### src/rtl/rv32_pkg.sv
// Shared RV32I decode types: ALU function encoding, opcode/funct constants and
// the issue bundle handed from the issue stage to execute.
package rv32_pkg;

  typedef enum logic [3:0] {
    ALU_ADD      = 4'd0,
    ALU_SUB      = 4'd1,
    ALU_SLL      = 4'd2,
    ALU_SLT      = 4'd3,
    ALU_SLTU     = 4'd4,
    ALU_XOR      = 4'd5,
    ALU_SRL      = 4'd6,
    ALU_SRA      = 4'd7,
    ALU_OR       = 4'd8,
    ALU_AND      = 4'd9,
    ALU_ADD_JALR = 4'd10
  } alu_func_e;

  localparam logic [6:0] OPC_OP       = 7'b0110011;
  localparam logic [6:0] OPC_OP_IMM   = 7'b0010011;
  localparam logic [6:0] OPC_LUI      = 7'b0110111;
  localparam logic [6:0] OPC_AUIPC    = 7'b0010111;
  localparam logic [6:0] OPC_JAL      = 7'b1101111;
  localparam logic [6:0] OPC_JALR     = 7'b1100111;
  localparam logic [6:0] OPC_BRANCH   = 7'b1100011;
  localparam logic [6:0] OPC_LOAD     = 7'b0000011;
  localparam logic [6:0] OPC_STORE    = 7'b0100011;
  localparam logic [6:0] OPC_MISC_MEM = 7'b0001111;

  localparam logic [2:0] F3_ADD  = 3'b000;
  localparam logic [2:0] F3_SLL  = 3'b001;
  localparam logic [2:0] F3_SLT  = 3'b010;
  localparam logic [2:0] F3_SLTU = 3'b011;
  localparam logic [2:0] F3_XOR  = 3'b100;
  localparam logic [2:0] F3_SR   = 3'b101;
  localparam logic [2:0] F3_OR   = 3'b110;
  localparam logic [2:0] F3_AND  = 3'b111;
  localparam logic [2:0] F3_LB   = 3'b000;
  localparam logic [2:0] F3_LH   = 3'b001;
  localparam logic [2:0] F3_LW   = 3'b010;
  localparam logic [2:0] F3_LBU  = 3'b100;
  localparam logic [2:0] F3_LHU  = 3'b101;

  localparam logic [6:0] F7_ZERO = 7'b0000000;
  localparam logic [6:0] F7_ALT  = 7'b0100000;

  typedef struct packed {
    alu_func_e   func;
    logic [31:0] a;
    logic [31:0] b;
    logic [4:0]  rd;
    logic        wb_en;
    logic        is_branch;
    logic [2:0]  br_funct3;
    logic        is_jump;
    logic [31:0] tgt;
    logic [31:0] link_val;
    logic        mem_re;
    logic        mem_we;
    logic [2:0]  mem_funct3;
    logic [31:0] mem_wdata;
    logic        illegal;
  } issue_bundle_t;

  // alt selects SUB/SRA where funct7[5] distinguishes the pair
  function automatic alu_func_e f3_func(input logic [2:0] f3, input logic alt);
    alu_func_e f;
    case (f3)
      F3_ADD:  f = alt ? ALU_SUB : ALU_ADD;
      F3_SLL:  f = ALU_SLL;
      F3_SLT:  f = ALU_SLT;
      F3_SLTU: f = ALU_SLTU;
      F3_XOR:  f = ALU_XOR;
      F3_SR:   f = alt ? ALU_SRA : ALU_SRL;
      F3_OR:   f = ALU_OR;
      F3_AND:  f = ALU_AND;
      default: f = ALU_ADD;
    endcase
    return f;
  endfunction

endpackage

### src/rtl/alu_issue_if.sv
// Fetch/regfile/execute-facing signals of the issue stage; slave is the stage,
// master is its environment.
interface alu_issue_if;
  logic        in_valid;
  logic        in_ready;
  logic [31:0] in_instr;
  logic [31:0] in_pc;
  logic [4:0]  rs1_addr;
  logic [4:0]  rs2_addr;
  logic [31:0] rs1_data;
  logic [31:0] rs2_data;
  logic        flush;
  logic        out_valid;
  logic        out_ready;
  logic [3:0]  alu_func;
  logic [31:0] alu_a;
  logic [31:0] alu_b;
  logic [4:0]  rd;
  logic        wb_en;
  logic        is_branch;
  logic [2:0]  br_funct3;
  logic        is_jump;
  logic [31:0] tgt;
  logic [31:0] link_val;
  logic        mem_re;
  logic        mem_we;
  logic [2:0]  mem_funct3;
  logic [31:0] mem_wdata;
  logic        illegal;

  modport slave (
    input  in_valid, in_instr, in_pc, rs1_data, rs2_data, flush, out_ready,
    output in_ready, rs1_addr, rs2_addr, out_valid, alu_func, alu_a, alu_b, rd,
           wb_en, is_branch, br_funct3, is_jump, tgt, link_val, mem_re, mem_we,
           mem_funct3, mem_wdata, illegal
  );

  modport master (
    output in_valid, in_instr, in_pc, rs1_data, rs2_data, flush, out_ready,
    input  in_ready, rs1_addr, rs2_addr, out_valid, alu_func, alu_a, alu_b, rd,
           wb_en, is_branch, br_funct3, is_jump, tgt, link_val, mem_re, mem_we,
           mem_funct3, mem_wdata, illegal
  );
endinterface

### src/rtl/rv32_decode.sv
// Combinational RV32I decoder: instruction, pc and register data to an issue
// bundle. Unsupported encodings collapse to an inert ADD 0,0 marked illegal.
import rv32_pkg::*;

module rv32_decode (
  input  logic [31:0]   instr,
  input  logic [31:0]   pc,
  input  logic [31:0]   rs1_data,
  input  logic [31:0]   rs2_data,
  output issue_bundle_t bundle
);

  logic [6:0]  opc_s;
  logic [2:0]  f3_s;
  logic [6:0]  f7_s;
  logic [4:0]  rd_s;
  logic [31:0] imm_i_s, imm_s_s, imm_b_s, imm_u_s, imm_j_s;
  logic        writes_s;
  logic        ill_s;

  assign opc_s   = instr[6:0];
  assign rd_s    = instr[11:7];
  assign f3_s    = instr[14:12];
  assign f7_s    = instr[31:25];
  assign imm_i_s = {{20{instr[31]}}, instr[31:20]};
  assign imm_s_s = {{20{instr[31]}}, instr[31:25], instr[11:7]};
  assign imm_b_s = {{19{instr[31]}}, instr[31], instr[7], instr[30:25], instr[11:8], 1'b0};
  assign imm_u_s = {instr[31:12], 12'd0};
  assign imm_j_s = {{11{instr[31]}}, instr[31], instr[19:12], instr[20], instr[30:21], 1'b0};

  // Opcode-driven operand/function selection, then the illegal override
  always_comb begin
    bundle          = '0;
    bundle.func     = ALU_ADD;
    bundle.link_val = pc + 32'd4;
    writes_s        = 1'b0;
    ill_s           = 1'b0;
    case (opc_s)
      OPC_OP: begin
        bundle.a    = rs1_data;
        bundle.b    = rs2_data;
        bundle.func = f3_func(f3_s, f7_s[5]);
        writes_s    = 1'b1;
        ill_s       = !((f7_s == F7_ZERO) ||
                        ((f7_s == F7_ALT) && ((f3_s == F3_ADD) || (f3_s == F3_SR))));
      end
      OPC_OP_IMM: begin
        bundle.a = rs1_data;
        writes_s = 1'b1;
        if ((f3_s == F3_SLL) || (f3_s == F3_SR)) begin
          bundle.b    = {27'd0, instr[24:20]};
          bundle.func = f3_func(f3_s, f7_s[5]);
          ill_s       = !((f7_s == F7_ZERO) || ((f3_s == F3_SR) && (f7_s == F7_ALT)));
        end else begin
          bundle.b    = imm_i_s;
          bundle.func = f3_func(f3_s, 1'b0);
        end
      end
      OPC_LUI: begin
        bundle.b = imm_u_s;
        writes_s = 1'b1;
      end
      OPC_AUIPC: begin
        bundle.a = pc;
        bundle.b = imm_u_s;
        writes_s = 1'b1;
      end
      OPC_JAL: begin
        bundle.a       = pc;
        bundle.b       = imm_j_s;
        bundle.is_jump = 1'b1;
        bundle.tgt     = pc + imm_j_s;
        writes_s       = 1'b1;
      end
      OPC_JALR: begin
        bundle.a       = rs1_data;
        bundle.b       = imm_i_s;
        bundle.func    = ALU_ADD_JALR;
        bundle.is_jump = 1'b1;
        writes_s       = 1'b1;
        ill_s          = (f3_s != 3'd0);
      end
      OPC_BRANCH: begin
        bundle.a         = rs1_data;
        bundle.b         = rs2_data;
        bundle.func      = ALU_SUB;
        bundle.is_branch = 1'b1;
        bundle.br_funct3 = f3_s;
        bundle.tgt       = pc + imm_b_s;
        ill_s            = (f3_s[2:1] == 2'b01);
      end
      OPC_LOAD: begin
        bundle.a          = rs1_data;
        bundle.b          = imm_i_s;
        bundle.mem_re     = 1'b1;
        bundle.mem_funct3 = f3_s;
        writes_s          = 1'b1;
        case (f3_s)
          F3_LB, F3_LH, F3_LW, F3_LBU, F3_LHU: ill_s = 1'b0;
          default:                             ill_s = 1'b1;
        endcase
      end
      OPC_STORE: begin
        bundle.a          = rs1_data;
        bundle.b          = imm_s_s;
        bundle.mem_we     = 1'b1;
        bundle.mem_funct3 = f3_s;
        bundle.mem_wdata  = rs2_data;
        ill_s             = (f3_s > 3'd2);
      end
      OPC_MISC_MEM: begin
        writes_s = 1'b0;
      end
      default: begin
        ill_s = 1'b1;
      end
    endcase

    if (ill_s) begin
      bundle          = '0;
      bundle.func     = ALU_ADD;
      bundle.link_val = pc + 32'd4;
      bundle.illegal  = 1'b1;
    end else begin
      bundle.rd    = writes_s ? rd_s : 5'd0;
      bundle.wb_en = writes_s && (rd_s != 5'd0);
    end
  end

endmodule

### src/rtl/alu_issue.sv
// Decode/issue stage: rv32_decode followed by a valid/ready pipeline register
// with backpressure and flush, feeding the ALU and branch/memory/writeback.
import rv32_pkg::*;

module alu_issue #(
  parameter int unsigned XLEN           = 32,
  parameter logic [31:0] RESET_PC_PLUS4 = 32'd0
) (
  input logic        clk,
  input logic        rst_n,
  alu_issue_if.slave bus
);

  localparam logic [XLEN-1:0] LINK_RST = XLEN'(RESET_PC_PLUS4);

  issue_bundle_t dec_s;
  issue_bundle_t bundle_rst_s;
  issue_bundle_t bundle_d, bundle_q;
  logic          valid_d, valid_q;
  logic          in_ready_s;

  rv32_decode u_decode (
    .instr   (bus.in_instr),
    .pc      (bus.in_pc),
    .rs1_data(bus.rs1_data),
    .rs2_data(bus.rs2_data),
    .bundle  (dec_s)
  );

  assign bus.rs1_addr = bus.in_instr[19:15];
  assign bus.rs2_addr = bus.in_instr[24:20];

  // Reset image: everything zero except the debug link value
  always_comb begin
    bundle_rst_s          = '0;
    bundle_rst_s.link_val = LINK_RST;
  end

  // Next-state: flush wins, otherwise load (or empty) whenever the slot frees up
  always_comb begin
    in_ready_s = !valid_q || bus.out_ready;
    valid_d    = valid_q;
    bundle_d   = bundle_q;
    if (bus.flush) begin
      valid_d = 1'b0;
    end else if (in_ready_s) begin
      valid_d = bus.in_valid;
      if (bus.in_valid) begin
        bundle_d = dec_s;
      end else begin
        bundle_d = bundle_q;
      end
    end else begin
      valid_d = valid_q;
    end
  end

  // Pipeline register
  always_ff @(posedge clk or negedge rst_n) begin
    if (!rst_n) begin
      valid_q  <= 1'b0;
      bundle_q <= bundle_rst_s;
    end else begin
      valid_q  <= valid_d;
      bundle_q <= bundle_d;
    end
  end

  assign bus.in_ready   = in_ready_s;
  assign bus.out_valid  = valid_q;
  assign bus.alu_func   = bundle_q.func;
  assign bus.alu_a      = bundle_q.a;
  assign bus.alu_b      = bundle_q.b;
  assign bus.rd         = bundle_q.rd;
  assign bus.wb_en      = bundle_q.wb_en;
  assign bus.is_branch  = bundle_q.is_branch;
  assign bus.br_funct3  = bundle_q.br_funct3;
  assign bus.is_jump    = bundle_q.is_jump;
  assign bus.tgt        = bundle_q.tgt;
  assign bus.link_val   = bundle_q.link_val;
  assign bus.mem_re     = bundle_q.mem_re;
  assign bus.mem_we     = bundle_q.mem_we;
  assign bus.mem_funct3 = bundle_q.mem_funct3;
  assign bus.mem_wdata  = bundle_q.mem_wdata;
  assign bus.illegal    = bundle_q.illegal;

endmodule

### src/flat_wrapper.sv
// flat-port wrapper written by rule: the top's interface ports become plain ports
module alu_issue_flat 
#(
  parameter int unsigned XLEN           = 32,
  parameter logic [31:0] RESET_PC_PLUS4 = 32'd0
)
  (clk, rst_n, bus_in_valid, bus_in_instr, bus_in_pc, bus_rs1_data, bus_rs2_data, bus_flush, bus_out_ready, bus_in_ready, bus_rs1_addr, bus_rs2_addr, bus_out_valid, bus_alu_func, bus_alu_a, bus_alu_b, bus_rd, bus_wb_en, bus_is_branch, bus_br_funct3, bus_is_jump, bus_tgt, bus_link_val, bus_mem_re, bus_mem_we, bus_mem_funct3, bus_mem_wdata, bus_illegal);
  alu_issue_if bus_i ();
  input logic clk;
  input logic rst_n;
  input wire logic [$bits(bus_i.in_valid)-1:0] bus_in_valid;
  input wire logic [$bits(bus_i.in_instr)-1:0] bus_in_instr;
  input wire logic [$bits(bus_i.in_pc)-1:0] bus_in_pc;
  input wire logic [$bits(bus_i.rs1_data)-1:0] bus_rs1_data;
  input wire logic [$bits(bus_i.rs2_data)-1:0] bus_rs2_data;
  input wire logic [$bits(bus_i.flush)-1:0] bus_flush;
  input wire logic [$bits(bus_i.out_ready)-1:0] bus_out_ready;
  output wire logic [$bits(bus_i.in_ready)-1:0] bus_in_ready;
  output wire logic [$bits(bus_i.rs1_addr)-1:0] bus_rs1_addr;
  output wire logic [$bits(bus_i.rs2_addr)-1:0] bus_rs2_addr;
  output wire logic [$bits(bus_i.out_valid)-1:0] bus_out_valid;
  output wire logic [$bits(bus_i.alu_func)-1:0] bus_alu_func;
  output wire logic [$bits(bus_i.alu_a)-1:0] bus_alu_a;
  output wire logic [$bits(bus_i.alu_b)-1:0] bus_alu_b;
  output wire logic [$bits(bus_i.rd)-1:0] bus_rd;
  output wire logic [$bits(bus_i.wb_en)-1:0] bus_wb_en;
  output wire logic [$bits(bus_i.is_branch)-1:0] bus_is_branch;
  output wire logic [$bits(bus_i.br_funct3)-1:0] bus_br_funct3;
  output wire logic [$bits(bus_i.is_jump)-1:0] bus_is_jump;
  output wire logic [$bits(bus_i.tgt)-1:0] bus_tgt;
  output wire logic [$bits(bus_i.link_val)-1:0] bus_link_val;
  output wire logic [$bits(bus_i.mem_re)-1:0] bus_mem_re;
  output wire logic [$bits(bus_i.mem_we)-1:0] bus_mem_we;
  output wire logic [$bits(bus_i.mem_funct3)-1:0] bus_mem_funct3;
  output wire logic [$bits(bus_i.mem_wdata)-1:0] bus_mem_wdata;
  output wire logic [$bits(bus_i.illegal)-1:0] bus_illegal;
  assign bus_i.in_valid = bus_in_valid;
  assign bus_i.in_instr = bus_in_instr;
  assign bus_i.in_pc = bus_in_pc;
  assign bus_i.rs1_data = bus_rs1_data;
  assign bus_i.rs2_data = bus_rs2_data;
  assign bus_i.flush = bus_flush;
  assign bus_i.out_ready = bus_out_ready;
  assign bus_in_ready = bus_i.in_ready;
  assign bus_rs1_addr = bus_i.rs1_addr;
  assign bus_rs2_addr = bus_i.rs2_addr;
  assign bus_out_valid = bus_i.out_valid;
  assign bus_alu_func = bus_i.alu_func;
  assign bus_alu_a = bus_i.alu_a;
  assign bus_alu_b = bus_i.alu_b;
  assign bus_rd = bus_i.rd;
  assign bus_wb_en = bus_i.wb_en;
  assign bus_is_branch = bus_i.is_branch;
  assign bus_br_funct3 = bus_i.br_funct3;
  assign bus_is_jump = bus_i.is_jump;
  assign bus_tgt = bus_i.tgt;
  assign bus_link_val = bus_i.link_val;
  assign bus_mem_re = bus_i.mem_re;
  assign bus_mem_we = bus_i.mem_we;
  assign bus_mem_funct3 = bus_i.mem_funct3;
  assign bus_mem_wdata = bus_i.mem_wdata;
  assign bus_illegal = bus_i.illegal;
  alu_issue #(.XLEN(XLEN), .RESET_PC_PLUS4(RESET_PC_PLUS4)) u_core (.clk(clk), .rst_n(rst_n), .bus(bus_i));
endmodule
### config.mk
export PLATFORM = sky130hd
export DESIGN_NAME = alu_issue_flat
export DESIGN_NICKNAME = d
export VERILOG_FILES = /design/src/rtl/rv32_pkg.sv /design/src/rtl/alu_issue_if.sv /design/src/rtl/rv32_decode.sv /design/src/rtl/alu_issue.sv /design/src/flat_wrapper.sv
export SDC_FILE = /design/constraint.sdc
export NUM_CORES = 1
export LEC_CHECK = 0
export ABC_AREA = 1
export BUFFER_PORTS_ARGS = -buffer_cell sky130_fd_sc_hd__buf_2
export CAP_MARGIN = 20
export CORE_MARGIN = 1.5
export CORE_UTILIZATION = 53
export CTS_CLUSTER_DIAMETER = 150
export DETAILED_ROUTE_END_ITERATION = 7
export PLACE_DENSITY = 0.81
export SLEW_MARGIN = 5
export SYNTH_ARGS = -nofsm -noshare
export SYNTH_HDL_FRONTEND = slang
export SYNTH_SLANG_ARGS = --single-unit
### constraint.sdc
create_clock -name clk -period 1.9 [get_ports clk]
set_input_delay 0.095 -clock clk [delete_from_list [all_inputs] [get_ports clk]]
set_output_delay 0.095 -clock clk [all_outputs]
set_load 0.005 [all_outputs]
== After elaboration in Yosys (flattened, before gate mapping) ==
Memories as Yosys holds them, arrays and structs flattened.
Cells that the tools add are included.

* Bits in writable memories: 0
* Output and inout port bits: 193
* Logic and storage cells: 93
* Memories: 1
* Bits in read-only memories: 32
* Bits in latches: 0
* Bits of input ports: 133
* Register bits after elaboration: 182

{| class="wikitable"
|+ Memories
! memory !! depth !! bits a word !! read ports !! clocked after memory_dff !! wr ports !! RTL line !! RTL
|-
| (no name shown) || 8 || 4 || 1 || 0 || 0 || rv32_pkg.sv:68 || <nowiki>case (f3)</nowiki>
|}

* Shifts and indexed selects: 0
* Multiply operators: 0
* Bitwise gates (word level): 1
* Reduce and logical (&&, ||, !) cells: 27
* Equal/unequal tests: 19
* Multiplexer cells: 25
* Add/sub/neg operators: 3
* Divide/modulo/power cells: 0
* Order comparisons: 1

{| class="wikitable"
|+ Operators by type and width
! operator !! count
|-
| 32-bit one-hot mux with 6 select lines || 1
|-
| 32-bit one-hot mux with 2 select lines || 2
|-
| 107-bit two-way mux || 1
|-
| 68-bit two-way mux || 1
|-
| 32-bit adder || 2
|-
| 32-bit two-way mux || 2
|-
| 32-bit by 3-bit adder with 32-bit output (second input constant) || 1
|-
| 4-bit one-hot mux with 8 select lines || 1
|-
| 7-bit by 6-bit equality test with 1-bit output (second input constant) || 4
|-
| 7-bit equality test (second input constant) || 3
|-
| 4-bit one-hot mux with 4 select lines || 1
|-
| 7-bit by 5-bit equality test with 1-bit output (second input constant) || 2
|-
| 3-bit equality test (second input constant) || 4
|-
| 2-bit OR reduction || 6
|-
| 1-bit two-way mux || 10
|-
| 4-bit two-way mux || 2
|-
| 7-bit by 2-bit equality test with 1-bit output (second input constant) || 1
|-
| 7-bit by 4-bit equality test with 1-bit output (second input constant) || 1
|-
| 7-bit zero test || 1
|-
| 1-bit one-hot mux with 7 select lines || 1
|-
| 7-bit OR reduction || 1
|-
| 3-bit by 2-bit equality test with 1-bit output (second input constant) || 2
|-
| 6-bit two-way mux || 1
|-
| 6-bit OR reduction || 1
|-
| 16 further kinds || 24
|}

== Logic depth before layout (Yosys ltp) ==
* Depth after elaboration: 7
* Gate-level depth with buffers: 21

== Cells and area by module ==
Synthesis repeated with hierarchy kept, for this count alone.

* Cell total of the unflattened synthesis: 1900
* Area, all modules: 12535.8 sq um

{| class="wikitable"
|+ Modules (own cells, without submodules)
! module !! cells an instance !! instances !! area an instance (sq um)
|-
| alu_issue || 800 || 1 || 7239.4
|-
| rv32_decode || 1100 || 1 || 5296.3
|}

== Least setup slack after synthesis ==
OpenSTA, ideal clock, no wires.

* Kind: input to register
* Start point: input bus_in_instr[3]
* End point: register u_core.bundle_q, in the netlist u_core.bus.tgt[29]
* Data required time: 1.783 ns
* Buffers on the path: 1
* Cell stages on the path: 19
* Arrival time: 2.325 ns
* Slack: -0.542 ns
* Cell sequence: nor2_1 -> nand2_2 -> nor2_2 -> clkbuf_1 -> inv_1 -> nand2_1 -> nand2_1 -> ha_1 -> fa_1 -> nand3_1 -> nand3_1 -> nand2_1 -> nand2_1 -> nand2_1 -> nand2_1 -> nand2_1 -> nand3_1 -> nand3_1 -> nand2_1

* Cells in the longest elaborated chain, start to end: 4
* Elaborated cells on any way between the ends: 14
* Those cells by class: eq/ne (10); mux (3); reduce/logical (1)

{| class="wikitable"
|+ RTL lines
! element !! RTL line !! RTL
|-
| from (decl) || flat_wrapper.sv:12 || <nowiki>input wire logic [$bits(bus_i.in_instr)-1:0] bus_in_instr;</nowiki>
|-
| 7-bit equality test (tied with other cells) || rv32_decode.sv:38 || <nowiki>case (opc_s)</nowiki>
|-
| 4-bit OR reduction (no source line) || n/a ||
|-
| 1-bit one-hot mux with 7 select lines || rv32_decode.sv:38 ||
|-
| 107-bit two-way mux * || rv32_decode.sv:119 || <nowiki>if (ill_s) begin</nowiki>
|-
| to (signal assigned) || alu_issue.sv:62 || <nowiki>bundle_q <= bundle_rst_s;</nowiki>
|-
| to (signal assigned) || alu_issue.sv:65 || <nowiki>bundle_q <= bundle_d;</nowiki>
|-
| to (decl) || alu_issue.sv:18 || <nowiki>issue_bundle_t bundle_d, bundle_q;</nowiki>
|}

Mark *: on every way between the ends. The rest lies on a longest branch, timed or not.
A chain may end at the register's enable or synchronous reset.

== Final worst setup path ==
* Start point: input bus_in_instr[2]
* End point: register u_core.bundle_q, in the netlist u_core.bus.tgt[13]

The elaborated chain is that of the path after synthesis.

==> results.toml <==
[setup_path]
critical-path-top-delay-family = "simple AND/OR/NAND/NOR gates"
worst_path_largest_cell_delay_ps = 370
cp_max_stage_cell = "sky130_fd_sc_hd__fa_2"
reg2reg_to = "u_core.bus.tgt[12]"
critical_path.reg2reg.startpoint = "u_core.bus.out_valid"
cp.buffers_inverters = 3
worstSetupPathType = "input pin to flip-flop"
worstSetupStartpointType = "input pin"
cp_data_required_time_ps = 2220
worst-path-max-fanout = 7
worst_r2r_path_depth = 10
r2r_setup_slack_ps = 70
setup.worst_path.end_class = "flip-flop"
worst_ep_arrival_time_ps = 2320
timing.critical_path.cells = "buf_8 > nor2_4 > nand2_4 > nor2_4 > buf_8 > inv_6 > nand2_2 > nand2_1 > ha_2 > fa_2 > nand3_2 > nand3_4 > nand2_4 > nand2_4 > nand2_2 > nand2_2 > xnor2_1 > o21ai_1"

[placement]
placed_cells_incl_taps = 2336
gp_congestion = 0.984
place.port_buffers = 325
dp.final_hpwl_mm = 33.4
post_dp_cell_area_um2 = 14600

[logic_synthesis]
synthesis.area_um2 = 11500
synth.distinct_cells = 39
synth.net_count = 1826
postSynthCellCount = 1653
ys_seq_area_frac = 0.396
synth_top_area_share = 0.396
ffs_latches_synth = 182
synth_area_leader = "sky130_fd_sc_hd__dfrtp_1"
yosys-top-cells-area = "sky130_fd_sc_hd__dfrtp_1, sky130_fd_sc_hd__nand2_1, sky130_fd_sc_hd__nand3_1, sky130_fd_sc_hd__inv_1, sky130_fd_sc_hd__ha_1"
synthesis.yosys.warnings = 0
avgSynthCellArea_um2 = 6.96

[layout]
most-common-layout-cells = "sky130_fd_sc_hd__nand2_1, sky130_fd_sc_hd__buf_2, sky130_fd_sc_hd__dfrtp_1"
final_layout_size_suffix_gt1_frac = 0.335
n_fill_cell = 1486
fin_cells = 2457
register_area_um2 = 4550
final_common_cell = "sky130_fd_sc_hd__nand2_1"
syn2layout_area_growth_pct = 45.6
finish.utilization = 0.792
nNetsFinal = 2340
postLayoutCellArea_um2 = 16800
multi_input_comb_area_um2 = 6780

[die]
boundaryPins = 326
initial_utilization = 0.544
die-area_um2 = 22600
num_rows = 53
die_y_um = 150
core_area_um2 = 21200
die_w_um = 150

[sta]
worst_setup_slack_final_ps = -98.4
totalNegativeSetupSlack_ps = -641
timing.final.crit_share = 1.05
slew_headroom = 0.701
max_freq_mhz = 500
worst_pin_slew_ps = 444
hold_viol_final = 0
drv_slew = 0
finalCriticalPeriod_ps = 2000
clock_skew_ps = 10.2
setup_viol = 17
unrepaired_setup_endpoints_after_global_routing = "yes"

[run_status]
run_status = "finished, violations left"
violations = "setup timing"

[route]
vias = 13900
detail_route.wl_per_cell_um = 18.8
first_pass_iters = 6
routed_via_density = 5.66
antenna_left = 0
detailedRoute.firstIterationViolations = 1408
wl_mm = 46.1
drc = 0

[pwr]
leakage_nw = 9.34
power.share.combinational = 0.249
irDropWorstVdd_mv = 0.567
p_seq_frac = 0.392
internal-power_mw = 6.97
power_density_nw_per_um2 = 617
sw_frac_of_total = 0.326
power_mw = 10.3
clock_power_share = 0.359
switching_power_mw = 3.37

[min_path]
hp-class = "input pin to flip-flop"
min-delay-start = "bus_in_pc[31]"
timing.hold.worst_path_depth = 3
worst_hold_path.endpoint = "u_core.bus.link_val[31]"

[clocking]
tritoncts = "yes"
cts_sinks = 182
clock_tree.htree_level_count = 4
cts.reportedPaths.clkPinSlew_ps = 70
clkLatencyLatePin_ps = 440
tritoncts_buffers = 17
cts-root-to-sink-buffers = 2
cts-root-buf = "sky130_fd_sc_hd__clkbuf_16"

[global_route]
grt_usage = 0.403
grt_pass1_wl_mm = 69.8
number_of_global_route_vias_before_repair = 13300
grt_antenna_before_repair = 1
grt_max_degree = 65
globalRouteOverflowTotal = 0

[run]
max_cap_viol_count = 0
-- synthesized netlist by cell type (all sizes together) --
cell type / count
a31oi: 9
xor2: 16
o31ai: 2
fa: 1
and3: 4
a21oi: 45
o21ai: 139
xnor2: 16
nand2: 674
dfrtp: 182
clkbuf: 27
buf: 38
nand4: 21
inv: 162
ha: 39
o22ai: 2
nand3: 118
a22oi: 7
o21bai: 5
nand3b: 5
o211ai: 2
or2: 2
nor3: 18
nor4: 7
nor2: 111
or4: 1
-- worst max-delay path by stage --
stage / start / end / slack (ps) / cells after the start
2_1_floorplan: bus_in_instr[1] / u_core.bus.tgt[31] / -250 / 20
3_3_place_gp: bus_in_instr[1] / u_core.bus.tgt[23] / -680 / 19
3_5_place_dp: bus_in_instr[1] / u_core.bus.tgt[23] / -690 / 19
4_1_cts: bus_in_instr[1] / u_core.bus.tgt[25] / -10 / 18
5_1_grt: bus_in_instr[2] / u_core.bus.tgt[29] / -190 / 21
6_report: bus_in_instr[2] / u_core.bus.tgt[13] / -100 / 18
-- state kept, by name, summed over array words and instances (netlist names) --
signal and count:
u_core.bus.is_branch 1, u_core.bus.illegal 1, u_core.bus.mem_funct3 3, u_core.bus.mem_re 1, u_core.bus.br_funct3 3, u_core.bus.alu_a 32
u_core.bus.is_jump 1, u_core.bus.out_valid 1, u_core.bus.link_val 32, u_core.bus.rd 5, u_core.bus.tgt 32, u_core.bus.alu_b 32
u_core.bus.wb_en 1, u_core.bus.alu_func 4, u_core.bus.mem_we 1, u_core.bus.mem_wdata 32
-- layer usage --
metal | global-route usage | share of wire | vias up
met5 | 0 | 0 | -
met4 | 0.209 | 0.049 | 0
met1 | 0.523 | 0.39 | 6497
met2 | 0.631 | 0.46 | 936
li1 | - | - | 6307
met3 | 0.0870 | 0.11 | 176
-- cell families (layout without fill, tap and decap cells) --
group / Yosys count / in the layout / share of synthesized area
flip-flops: 182 / 182 / 0.396
AO/OA/AOI/OAI: 211 / 211 / 0.107
other: 0 / 2 / 0
AND/OR/NAND/NOR: 961 / 961 / 0.345
buffers and inverters: 227 / 754 / 0.0841
XOR/XNOR: 32 / 32 / 0.0244
adder cells (fa/ha/maj): 40 / 40 / 0.0442
-- worst register-to-register path, stage by stage, from the launching register on --
cell and delay [ps]:
sky130_fd_sc_hd__dfrtp_1 390, sky130_fd_sc_hd__inv_1 60, sky130_fd_sc_hd__nor2_1 50, sky130_fd_sc_hd__nor2_2 120, sky130_fd_sc_hd__nand2_1 70, sky130_fd_sc_hd__nor2_1 160
sky130_fd_sc_hd__nand3_1 140, sky130_fd_sc_hd__nor2_4 230, sky130_fd_sc_hd__nand2_1 140, sky130_fd_sc_hd__buf_12 180, sky130_fd_sc_hd__o21ai_0 200
-- what timing repair did --
item | 4_1_cts | 5_1_grt
resized for setup | 61 | 128
setup buffers | 5 | 15
endpoints found under the setup margin | 23 | 26
hold buffers | 69 | 0
endpoints found under the hold margin | 257 | 0
pin swaps | 25 | 79
cloned | 1 | 0
-- power by group through the flow --
stage / Combinational, mW / Sequential [mW] / Clock, mW
global route: 2.77 / 4.06 / 3.88
floorplan: 0.976 / 4.13 / 0
CTS: 2.27 / 4.05 / 3.73
global placement: 2.05 / 4.12 / 0
detailed placement: 2.06 / 4.13 / 0
finish: 2.57 / 4.05 / 3.71
-- final cells by class --
class | instances | area share
clock inverters | 15 | 0.0109
clock buffers | 17 | 0.0254
well taps | 275 | 0.0205
flip-flops and latches | 182 | 0.272
diodes | 2 | 0.000299
inverters | 162 | 0.0370
multi-input cells | 1244 | 0.404
repair buffers | 560 | 0.230
-- through the flow --
stage	hold slack, ps	setup WS [ps]
2_1_floorplan	-201	-255
3_3_place_gp	35.5	-682
3_5_place_dp	34.4	-686
4_1_cts	5.74	-12.3
5_1_grt	41.5	-187
6_report	20.9	-98.4
Note: power is estimated with default switching activity, not from simulation.
